File: src/rtl/dmi_arbiter.sv
// dmi_arbiter: shares the Debug Module's single DMI slave port between two DTMs.
// Each port's one-cycle request pulse is captured in a pending buffer. One
// transaction at a time is issued to the DM, with round-robin choice when both
// ports are pending, and the DM response is routed back to the port that owns it.
// Optional feature macro: DMI_ARB_TIMEOUT_EN. When defined, a WAIT that lasts
// TIMEOUT_CYCLES completes with TIMEOUT_DATA and sets the sticky timeout_err.
module dmi_arbiter #(
  parameter int          TIMEOUT_CYCLES = 255,
  parameter logic [31:0] TIMEOUT_DATA   = 32'hFFFF_FFFF
) (
  input  logic        clk,
  input  logic        rst,
  input  logic        m0_req_valid,
  input  logic [6:0]  m0_req_addr,
  input  logic [31:0] m0_req_data,
  input  logic [1:0]  m0_req_op,
  output logic        m0_rsp_valid,
  output logic [31:0] m0_rsp_data,
  input  logic        m1_req_valid,
  input  logic [6:0]  m1_req_addr,
  input  logic [31:0] m1_req_data,
  input  logic [1:0]  m1_req_op,
  output logic        m1_rsp_valid,
  output logic [31:0] m1_rsp_data,
  output logic        s_req_valid,
  output logic [6:0]  s_req_addr,
  output logic [31:0] s_req_data,
  output logic [1:0]  s_req_op,
  input  logic        s_rsp_valid,
  input  logic [31:0] s_rsp_data,
  output logic        busy,
  output logic        timeout_err
);

  typedef enum logic [1:0] {IDLE = 2'd0, ISSUE = 2'd1, WAIT = 2'd2} state_e;

  state_e      state_q, state_d;
  logic        pend0_q, pend1_q;
  logic        last_q;   // port granted most recently; loses the next tie
  logic        gnt_q;    // owner of the transaction in flight
  logic [6:0]  a0_q, a1_q;
  logic [31:0] d0_q, d1_q;
  logic [1:0]  o0_q, o1_q;
  logic [6:0]  s_addr_q;
  logic [31:0] s_data_q;
  logic [1:0]  s_op_q;
  logic        rsp0_v_q, rsp1_v_q;
  logic [31:0] rsp0_d_q, rsp1_d_q;
  logic        sel, take, done, tmo_hit;
  logic [31:0] done_data;

  // Single pending port wins outright; on a tie the port not granted last wins.
  assign sel       = (pend0_q & pend1_q) ? ~last_q : pend1_q;
  assign take      = (state_q == IDLE) & (pend0_q | pend1_q);
  assign done      = (state_q == WAIT) & (s_rsp_valid | tmo_hit);
  assign done_data = s_rsp_valid ? s_rsp_data : TIMEOUT_DATA;

`ifdef DMI_ARB_TIMEOUT_EN
  localparam int CW = $clog2(TIMEOUT_CYCLES + 1);
  logic [CW-1:0] tcnt_q;
  logic          terr_q;

  // Counts WAIT cycles; fires on the TIMEOUT_CYCLES-th one without a response.
  assign tmo_hit     = (state_q == WAIT) & ~s_rsp_valid & (tcnt_q == CW'(TIMEOUT_CYCLES - 1));
  assign timeout_err = terr_q;

  // Timeout counter cleared while issuing, so it starts at 0 on WAIT entry.
  always_ff @(posedge clk) begin
    if (rst) begin
      tcnt_q <= '0;
      terr_q <= 1'b0;
    end else begin
      if (state_q == ISSUE)     tcnt_q <= '0;
      else if (state_q == WAIT) tcnt_q <= tcnt_q + 1'b1;
      if (tmo_hit)              terr_q <= 1'b1;
    end
  end
`else
  logic [31:0] unused_tmo;
  assign unused_tmo  = 32'(TIMEOUT_CYCLES);
  assign tmo_hit     = 1'b0;
  assign timeout_err = 1'b0;
`endif

  // State register.
  always_ff @(posedge clk) begin
    if (rst) state_q <= IDLE;
    else     state_q <= state_d;
  end

  // Next-state: one transaction at a time, ISSUE lasts exactly one cycle.
  always_comb begin
    state_d = state_q;
    case (state_q)
      IDLE:    if (take) state_d = ISSUE;
      ISSUE:   state_d = WAIT;
      WAIT:    if (done) state_d = IDLE;
      default: state_d = IDLE;
    endcase
  end

  // FSM outputs.
  always_comb begin
    s_req_valid = 1'b0;
    busy        = 1'b0;
    if (state_q == ISSUE) s_req_valid = 1'b1;
    if (state_q != IDLE)  busy        = 1'b1;
  end

  // Pending buffers, grant latch and response routing.
  always_ff @(posedge clk) begin
    if (rst) begin
      pend0_q  <= 1'b0;  pend1_q <= 1'b0;
      last_q   <= 1'b1;  gnt_q   <= 1'b0;
      a0_q     <= '0;    a1_q    <= '0;
      d0_q     <= '0;    d1_q    <= '0;
      o0_q     <= '0;    o1_q    <= '0;
      s_addr_q <= '0;    s_data_q <= '0;  s_op_q <= '0;
      rsp0_v_q <= 1'b0;  rsp1_v_q <= 1'b0;
      rsp0_d_q <= '0;    rsp1_d_q <= '0;
    end else begin
      rsp0_v_q <= 1'b0;
      rsp1_v_q <= 1'b0;
      // A pulse into an occupied buffer is dropped; the buffer keeps its request.
      if (m0_req_valid && !pend0_q) begin
        pend0_q <= 1'b1;
        a0_q    <= m0_req_addr;
        d0_q    <= m0_req_data;
        o0_q    <= m0_req_op;
      end
      if (m1_req_valid && !pend1_q) begin
        pend1_q <= 1'b1;
        a1_q    <= m1_req_addr;
        d1_q    <= m1_req_data;
        o1_q    <= m1_req_op;
      end
      if (take) begin
        gnt_q    <= sel;
        s_addr_q <= sel ? a1_q : a0_q;
        s_data_q <= sel ? d1_q : d0_q;
        s_op_q   <= sel ? o1_q : o0_q;
      end
      if (done) begin
        last_q <= gnt_q;
        if (gnt_q) begin
          rsp1_v_q <= 1'b1;
          rsp1_d_q <= done_data;
          pend1_q  <= 1'b0;
        end else begin
          rsp0_v_q <= 1'b1;
          rsp0_d_q <= done_data;
          pend0_q  <= 1'b0;
        end
      end
    end
  end

  assign s_req_addr   = s_addr_q;
  assign s_req_data   = s_data_q;
  assign s_req_op     = s_op_q;
  assign m0_rsp_valid = rsp0_v_q;
  assign m0_rsp_data  = rsp0_d_q;
  assign m1_rsp_valid = rsp1_v_q;
  assign m1_rsp_data  = rsp1_d_q;

endmodule
File: config.mk
export PLATFORM = sky130hd
export DESIGN_NAME = dmi_arbiter
export DESIGN_NICKNAME = d
export VERILOG_FILES = /design/src/rtl/dmi_arbiter.sv
export SDC_FILE = /design/constraint.sdc
export NUM_CORES = 1
export LEC_CHECK = 0
export BUFFER_PORTS_ARGS = -buffer_cell sky130_fd_sc_hd__buf_4
export CAP_MARGIN = 10
export CORE_AREA = 2 2 147 113
export DETAILED_ROUTE_END_ITERATION = 8
export DIE_AREA = 0 0 149 115
export HOLD_SLACK_MARGIN = 0.1
export PLACE_DENSITY = 0.72
export SLEW_MARGIN = 40
export SYNTH_ARGS = -nofsm -noshare
export SYNTH_HDL_FRONTEND = slang
export SYNTH_SLANG_ARGS = --single-unit
File: constraint.sdc
create_clock -name clk -period 1.8 [get_ports clk]
set_input_delay 0.18 -clock clk [delete_from_list [all_inputs] [get_ports clk]]
set_output_delay 0.18 -clock clk [all_outputs]
set_load 0.01 [all_outputs]
==> impl_metrics.prom <==
# TYPE chip_impl_metric gauge
chip_impl_metric{name="num-fill-cells",unit=""} 1269
chip_impl_info{name="cpMaxStageDelayCell",value="sky130_fd_sc_hd__dfxtp_1"} 1
chip_impl_metric{name="start_util",unit=""} 0.443
chip_impl_metric{name="grt_pass1_wl",unit="um"} 33000
chip_impl_metric{name="post_synth_fa_ha_maj_area_fraction",unit=""} 0
chip_impl_metric{name="clkLatencyLatePin",unit="ps"} 420
chip_impl_metric{name="detailedPlacementHpwl",unit="um"} 12400
chip_impl_metric{name="leakage",unit="uW"} 0.00444
chip_impl_info{name="critical_path_cell_sequence",value="or2_2 -> buf_4 -> a21oi_1 -> a311oi_1"} 1
chip_impl_metric{name="slew_headroom",unit=""} 0.617
chip_impl_metric{name="boundaryPins",unit=""} 229
chip_impl_info{name="critical-path-top-delay-family",value="flip-flops"} 1
chip_impl_metric{name="dr_total_vias",unit=""} 6675
chip_impl_info{name="cp-endpoint",value="s_req_addr[1]"} 1
chip_impl_metric{name="largest_net_degree_at_the_start_of_global_routing",unit=""} 127
chip_impl_metric{name="timing.critical_path.required",unit="ps"} 2130
chip_impl_metric{name="clk_path_buf_depth",unit=""} 2
chip_impl_info{name="synth_top_cell_by_area",value="sky130_fd_sc_hd__dfxtp_1"} 1
chip_impl_metric{name="post_synth_instance_area",unit="mm^2"} 0.00696
chip_impl_info{name="worstSetupStartpoint",value="pend0_q"} 1
chip_impl_metric{name="hold_viol_final",unit=""} 0
chip_impl_info{name="tritoncts",value="done"} 1
chip_impl_metric{name="buffer_ports.inserted",unit=""} 227
chip_impl_metric{name="syn2layout_area_growth",unit="%"} 52.9
chip_impl_metric{name="seq_power_share",unit=""} 0.455
chip_impl_metric{name="routed_wire_length_per_instance",unit="um"} 16.3
chip_impl_metric{name="slew_viol_final",unit=""} 0
chip_impl_metric{name="max_vdd_drop",unit="mV"} 0.676
chip_impl_metric{name="power.combinational.fraction",unit=""} 0.154
chip_impl_info{name="yosysMostFrequentCell",value="sky130_fd_sc_hd__nand2_1"} 1
chip_impl_metric{name="critical_path_arrival",unit="ps"} 1840
chip_impl_metric{name="synth_xor_area_frac",unit=""} 0
chip_impl_metric{name="portion_of_synthesized_cell_area_occupied_by_the_leading_cell_type",unit=""} 0.561
chip_impl_info{name="worst_hold_path_type",value="in2reg"} 1
chip_impl_metric{name="tightestPinTransition",unit="ps"} 575
chip_impl_metric{name="syn-num-nets",unit=""} 889
chip_impl_metric{name="critPathMaxStageDelay",unit="ps"} 500
chip_impl_info{name="setup.worst_path.end_class",value="flip-flop"} 1
chip_impl_metric{name="grt_pass1_vias",unit=""} 6422
chip_impl_metric{name="cts_made_buffers",unit=""} 17
chip_impl_metric{name="die_width",unit="um"} 149
chip_impl_metric{name="drt_iter0_markers",unit=""} 479
chip_impl_metric{name="synthArstFlopShare",unit=""} 0
chip_impl_metric{name="finalCriticalPeriod",unit="ps"} 1520
chip_impl_metric{name="power_frac_clock",unit=""} 0.390
chip_impl_info{name="outcome",value="complete, no violations"} 1
chip_impl_info{name="synth_top_cells_by_area",value="sky130_fd_sc_hd__dfxtp_1, sky130_fd_sc_hd__nand2_1, sky130_fd_sc_hd__a21oi_1"} 1
chip_impl_metric{name="die_height",unit="um"} 115
chip_impl_metric{name="postSynthAreaPerCell",unit="um^2"} 9.04
chip_impl_metric{name="power_per_cell_area",unit="mW/mm^2"} 975
chip_impl_metric{name="synth.ff_latch_count",unit=""} 195
chip_impl_metric{name="rrSetupSlack",unit="ps"} 280
chip_impl_metric{name="post_synth_edffs",unit=""} 0
chip_impl_metric{name="max_freq",unit="GHz"} 0.659
chip_impl_metric{name="power.net_switching",unit="uW"} 2590
chip_impl_metric{name="yosysUniqueCellTypes",unit=""} 27
chip_impl_metric{name="remaining_drc_errors",unit=""} 0
chip_impl_metric{name="antenna_found_initial",unit=""} 0
chip_impl_info{name="root_buffer",value="sky130_fd_sc_hd__clkbuf_16"} 1
chip_impl_metric{name="fp.dieArea",unit="mm^2"} 0.0171
chip_impl_metric{name="crit_path_max_fanout",unit=""} 25
chip_impl_info{name="synth_top_family_by_area",value="compound AO/OA/AOI/OAI gates"} 1
chip_impl_metric{name="postCtsSetupRepairBufs",unit=""} 0
chip_impl_metric{name="number_of_nets_still_failing_antenna_checks_after_routing",unit=""} 0
chip_impl_metric{name="synthesis.yosys.warnings",unit=""} 0
chip_impl_info{name="timing.rr.end",value="s_req_addr[1]"} 1
chip_impl_metric{name="finalHoldWorstSlack",unit="ps"} 130
chip_impl_metric{name="layout.nets",unit=""} 1201
chip_impl_metric{name="power_switching_share",unit=""} 0.249
chip_impl_metric{name="synth-compound-area-share",unit=""} 0.232
chip_impl_metric{name="path_buf_inv",unit=""} 1
chip_impl_metric{name="avgViaCountPerCell",unit=""} 5.11
chip_impl_info{name="netlist_top_cells_count",value="sky130_fd_sc_hd__nand2_1, sky130_fd_sc_hd__dfxtp_1, sky130_fd_sc_hd__a21oi_1, sky130_fd_sc_hd__a22o_1, sky130_fd_sc_hd__a311oi_1"} 1
chip_impl_info{name="rsz0062_at_grt",value="no"} 1
chip_impl_metric{name="leftover_overflow_at_the_end_of_global_routing",unit=""} 0
chip_impl_metric{name="final.setup.tns",unit="ps"} 0
chip_impl_metric{name="totalWireLength",unit="um"} 21300
chip_impl_metric{name="firstDrtPassIters",unit=""} 4
chip_impl_metric{name="layout_worst_path_cycle_share",unit=""} 0.843
chip_impl_info{name="setup.worst_path.start_class",value="flip-flop"} 1
chip_impl_metric{name="clock_tree.htree_level_count",unit=""} 4
chip_impl_metric{name="yosysSeqAreaShare",unit=""} 0.561
chip_impl_info{name="critical_path.reg2reg.startpoint",value="pend0_q"} 1
chip_impl_metric{name="clk_pin_slew",unit="ps"} 70
chip_impl_metric{name="reg2regPathDepth",unit=""} 4
chip_impl_metric{name="globalRouteTotalUtil",unit=""} 0.245
chip_impl_metric{name="design.core.area",unit="mm^2"} 0.0157
chip_impl_info{name="dominantRegCellSynth",value="sky130_fd_sc_hd__dfxtp_1"} 1
chip_impl_metric{name="post_synth_mux_area_share",unit=""} 0
chip_impl_metric{name="p_int",unit="uW"} 7790
chip_impl_metric{name="diodes",unit=""} 0
chip_impl_metric{name="cts_num_sinks",unit=""} 195
chip_impl_metric{name="drive_gt1_frac",unit=""} 0.263
chip_impl_metric{name="gp_congestion",unit=""} 0.775
chip_impl_metric{name="synth_simple_gate_area_frac",unit=""} 0.149
chip_impl_metric{name="fin_worst_skew",unit="ps"} 11.3
chip_impl_metric{name="final_setup_viols",unit=""} 0
chip_impl_metric{name="cp.depth",unit=""} 4
chip_impl_info{name="worstSetupPathType",value="reg2reg"} 1
chip_impl_metric{name="drv_cap",unit=""} 0
chip_impl_metric{name="synthCells",unit=""} 770
chip_impl_metric{name="row_count",unit=""} 40
[power groups by stage]
stage,combinational [uW],sequential [uW],clock (uW)
6_report,1600,4730,4050
5_1_grt,1730,4750,4320
4_1_cts,1590,4730,4110
3_5_place_dp,1380,4820,0
3_3_place_gp,1370,4820,0
2_1_floorplan,665,4850,0
[worst min-delay path by stage]
| stage | depth (start not counted) | end | from |
|---|---|---|---|
| finish | 3 | last_q | rst |
| global route | 3 | last_q | rst |
| CTS | 3 | last_q | rst |
| detailed placement | 2 | m0_rsp_data[13] | s_rsp_data[13] |
| global placement | 2 | m1_rsp_data[16] | s_rsp_data[16] |
| floorplan | 1 | pend0_q | m0_req_valid |
[tightest hold or removal path, cell delays in order]
cell and delay, ps:
sky130_fd_sc_hd__buf_4 110, sky130_fd_sc_hd__o21ba_1 170, sky130_fd_sc_hd__nand2_1 60
[area by class of cell]
cell class | count | area, um^2 | area share
Clock buffer | 21 | 460 | 0.0433
Clock inverter | 11 | 174 | 0.0163
Inverter | 2 | 7.51 | 0.000706
Multi-Input combinational cell | 503 | 2690 | 0.253
Sequential cell | 195 | 3900 | 0.367
Tap cell | 210 | 263 | 0.0247
Timing Repair Buffer | 363 | 3140 | 0.295
[cells by family (layout without fill, tap and decap cells)]
logic type      count (synthesis)  in the layout
flops                         195            195
other cells                     1              1
simple gates                  266            266
compound gates                236            236
buf+inv                        72            397
[cell usage in the layout, fill, tap and decap left out]
cell type                       netlist  layout
sky130_fd_sc_hd__a21bo_2              1       1
sky130_fd_sc_hd__a21boi_4             1       1
sky130_fd_sc_hd__a21oi_1            124     124
sky130_fd_sc_hd__a22o_1              64      64
sky130_fd_sc_hd__a311oi_1            40      40
sky130_fd_sc_hd__a311oi_2             1       1
sky130_fd_sc_hd__buf_12               0      10
sky130_fd_sc_hd__buf_4                2     236
sky130_fd_sc_hd__bufinv_16            0       4
sky130_fd_sc_hd__clkbuf_1            21       2
sky130_fd_sc_hd__clkbuf_16            0      17
sky130_fd_sc_hd__clkbuf_8             0       2
sky130_fd_sc_hd__clkinv_2             0       2
sky130_fd_sc_hd__clkinv_4             0       1
sky130_fd_sc_hd__clkinvlp_4           0       2
sky130_fd_sc_hd__conb_1               1       1
sky130_fd_sc_hd__dfxtp_1            195     195
sky130_fd_sc_hd__dlygate4sd3_1        0     117
sky130_fd_sc_hd__inv_1                2       2
sky130_fd_sc_hd__inv_6                0       1
sky130_fd_sc_hd__inv_8                0       1
sky130_fd_sc_hd__nand2_1            249     249
sky130_fd_sc_hd__nand2b_2             0       2
sky130_fd_sc_hd__nand3b_1             1       1
sky130_fd_sc_hd__nand4bb_1            1       1
sky130_fd_sc_hd__nor2_1               3       3
sky130_fd_sc_hd__nor2_2               4       2
sky130_fd_sc_hd__nor2_4               0       2
sky130_fd_sc_hd__nor2b_1              3       1
sky130_fd_sc_hd__nor2b_4              0       2
sky130_fd_sc_hd__nor3_1               1       1
sky130_fd_sc_hd__nor3b_1              1       1
sky130_fd_sc_hd__o21a_1               2       2
sky130_fd_sc_hd__o21ai_0              1       1
sky130_fd_sc_hd__o21ba_1              2       2
sky130_fd_sc_hd__or2_2                0       1
[registers in the layout (all words and copies together), names as in the netlist, 2 cells and up]
| name | count |
|---|---|
| s_req_data | 32 |
| a0_q | 7 |
| o1_q | 2 |
| m0_rsp_data | 32 |
| state_q | 2 |
| o0_q | 2 |
| m1_rsp_data | 32 |
| s_req_op | 2 |
| a1_q | 7 |
| d0_q | 32 |
| s_req_addr | 7 |
| d1_q | 32 |
[timing repair]
item	CTS	global route
hold buffers	117	0
gates resized for setup	0	0
hold endpoints to repair	149	0
[metrics by stage]
step / cells / utilization / setup WS, ps / cell area, um^2 / power, uW
6_report: 1305 / 0.677 / 283 / 10600 / 10400
5_1_grt: 1305 / 0.677 / 182 / 10600 / 10800
4_1_cts: 1305 / 0.677 / 309 / 10600 / 10400
3_5_place_dp: 1156 / 0.562 / 326 / 8830 / 6200
3_3_place_gp: 1156 / 0.562 / 377 / 8830 / 6180
2_1_floorplan: 770 / - / 520 / 6960 / 5510
[metal layers]
metal  GRT usage  routed length [um]
met4      0.0692                 291
met1       0.322                9450
met3      0.0544                1330
met5           0                   0
met2       0.408               10200
No activity file was read; power rests on OpenSTA's default activity.
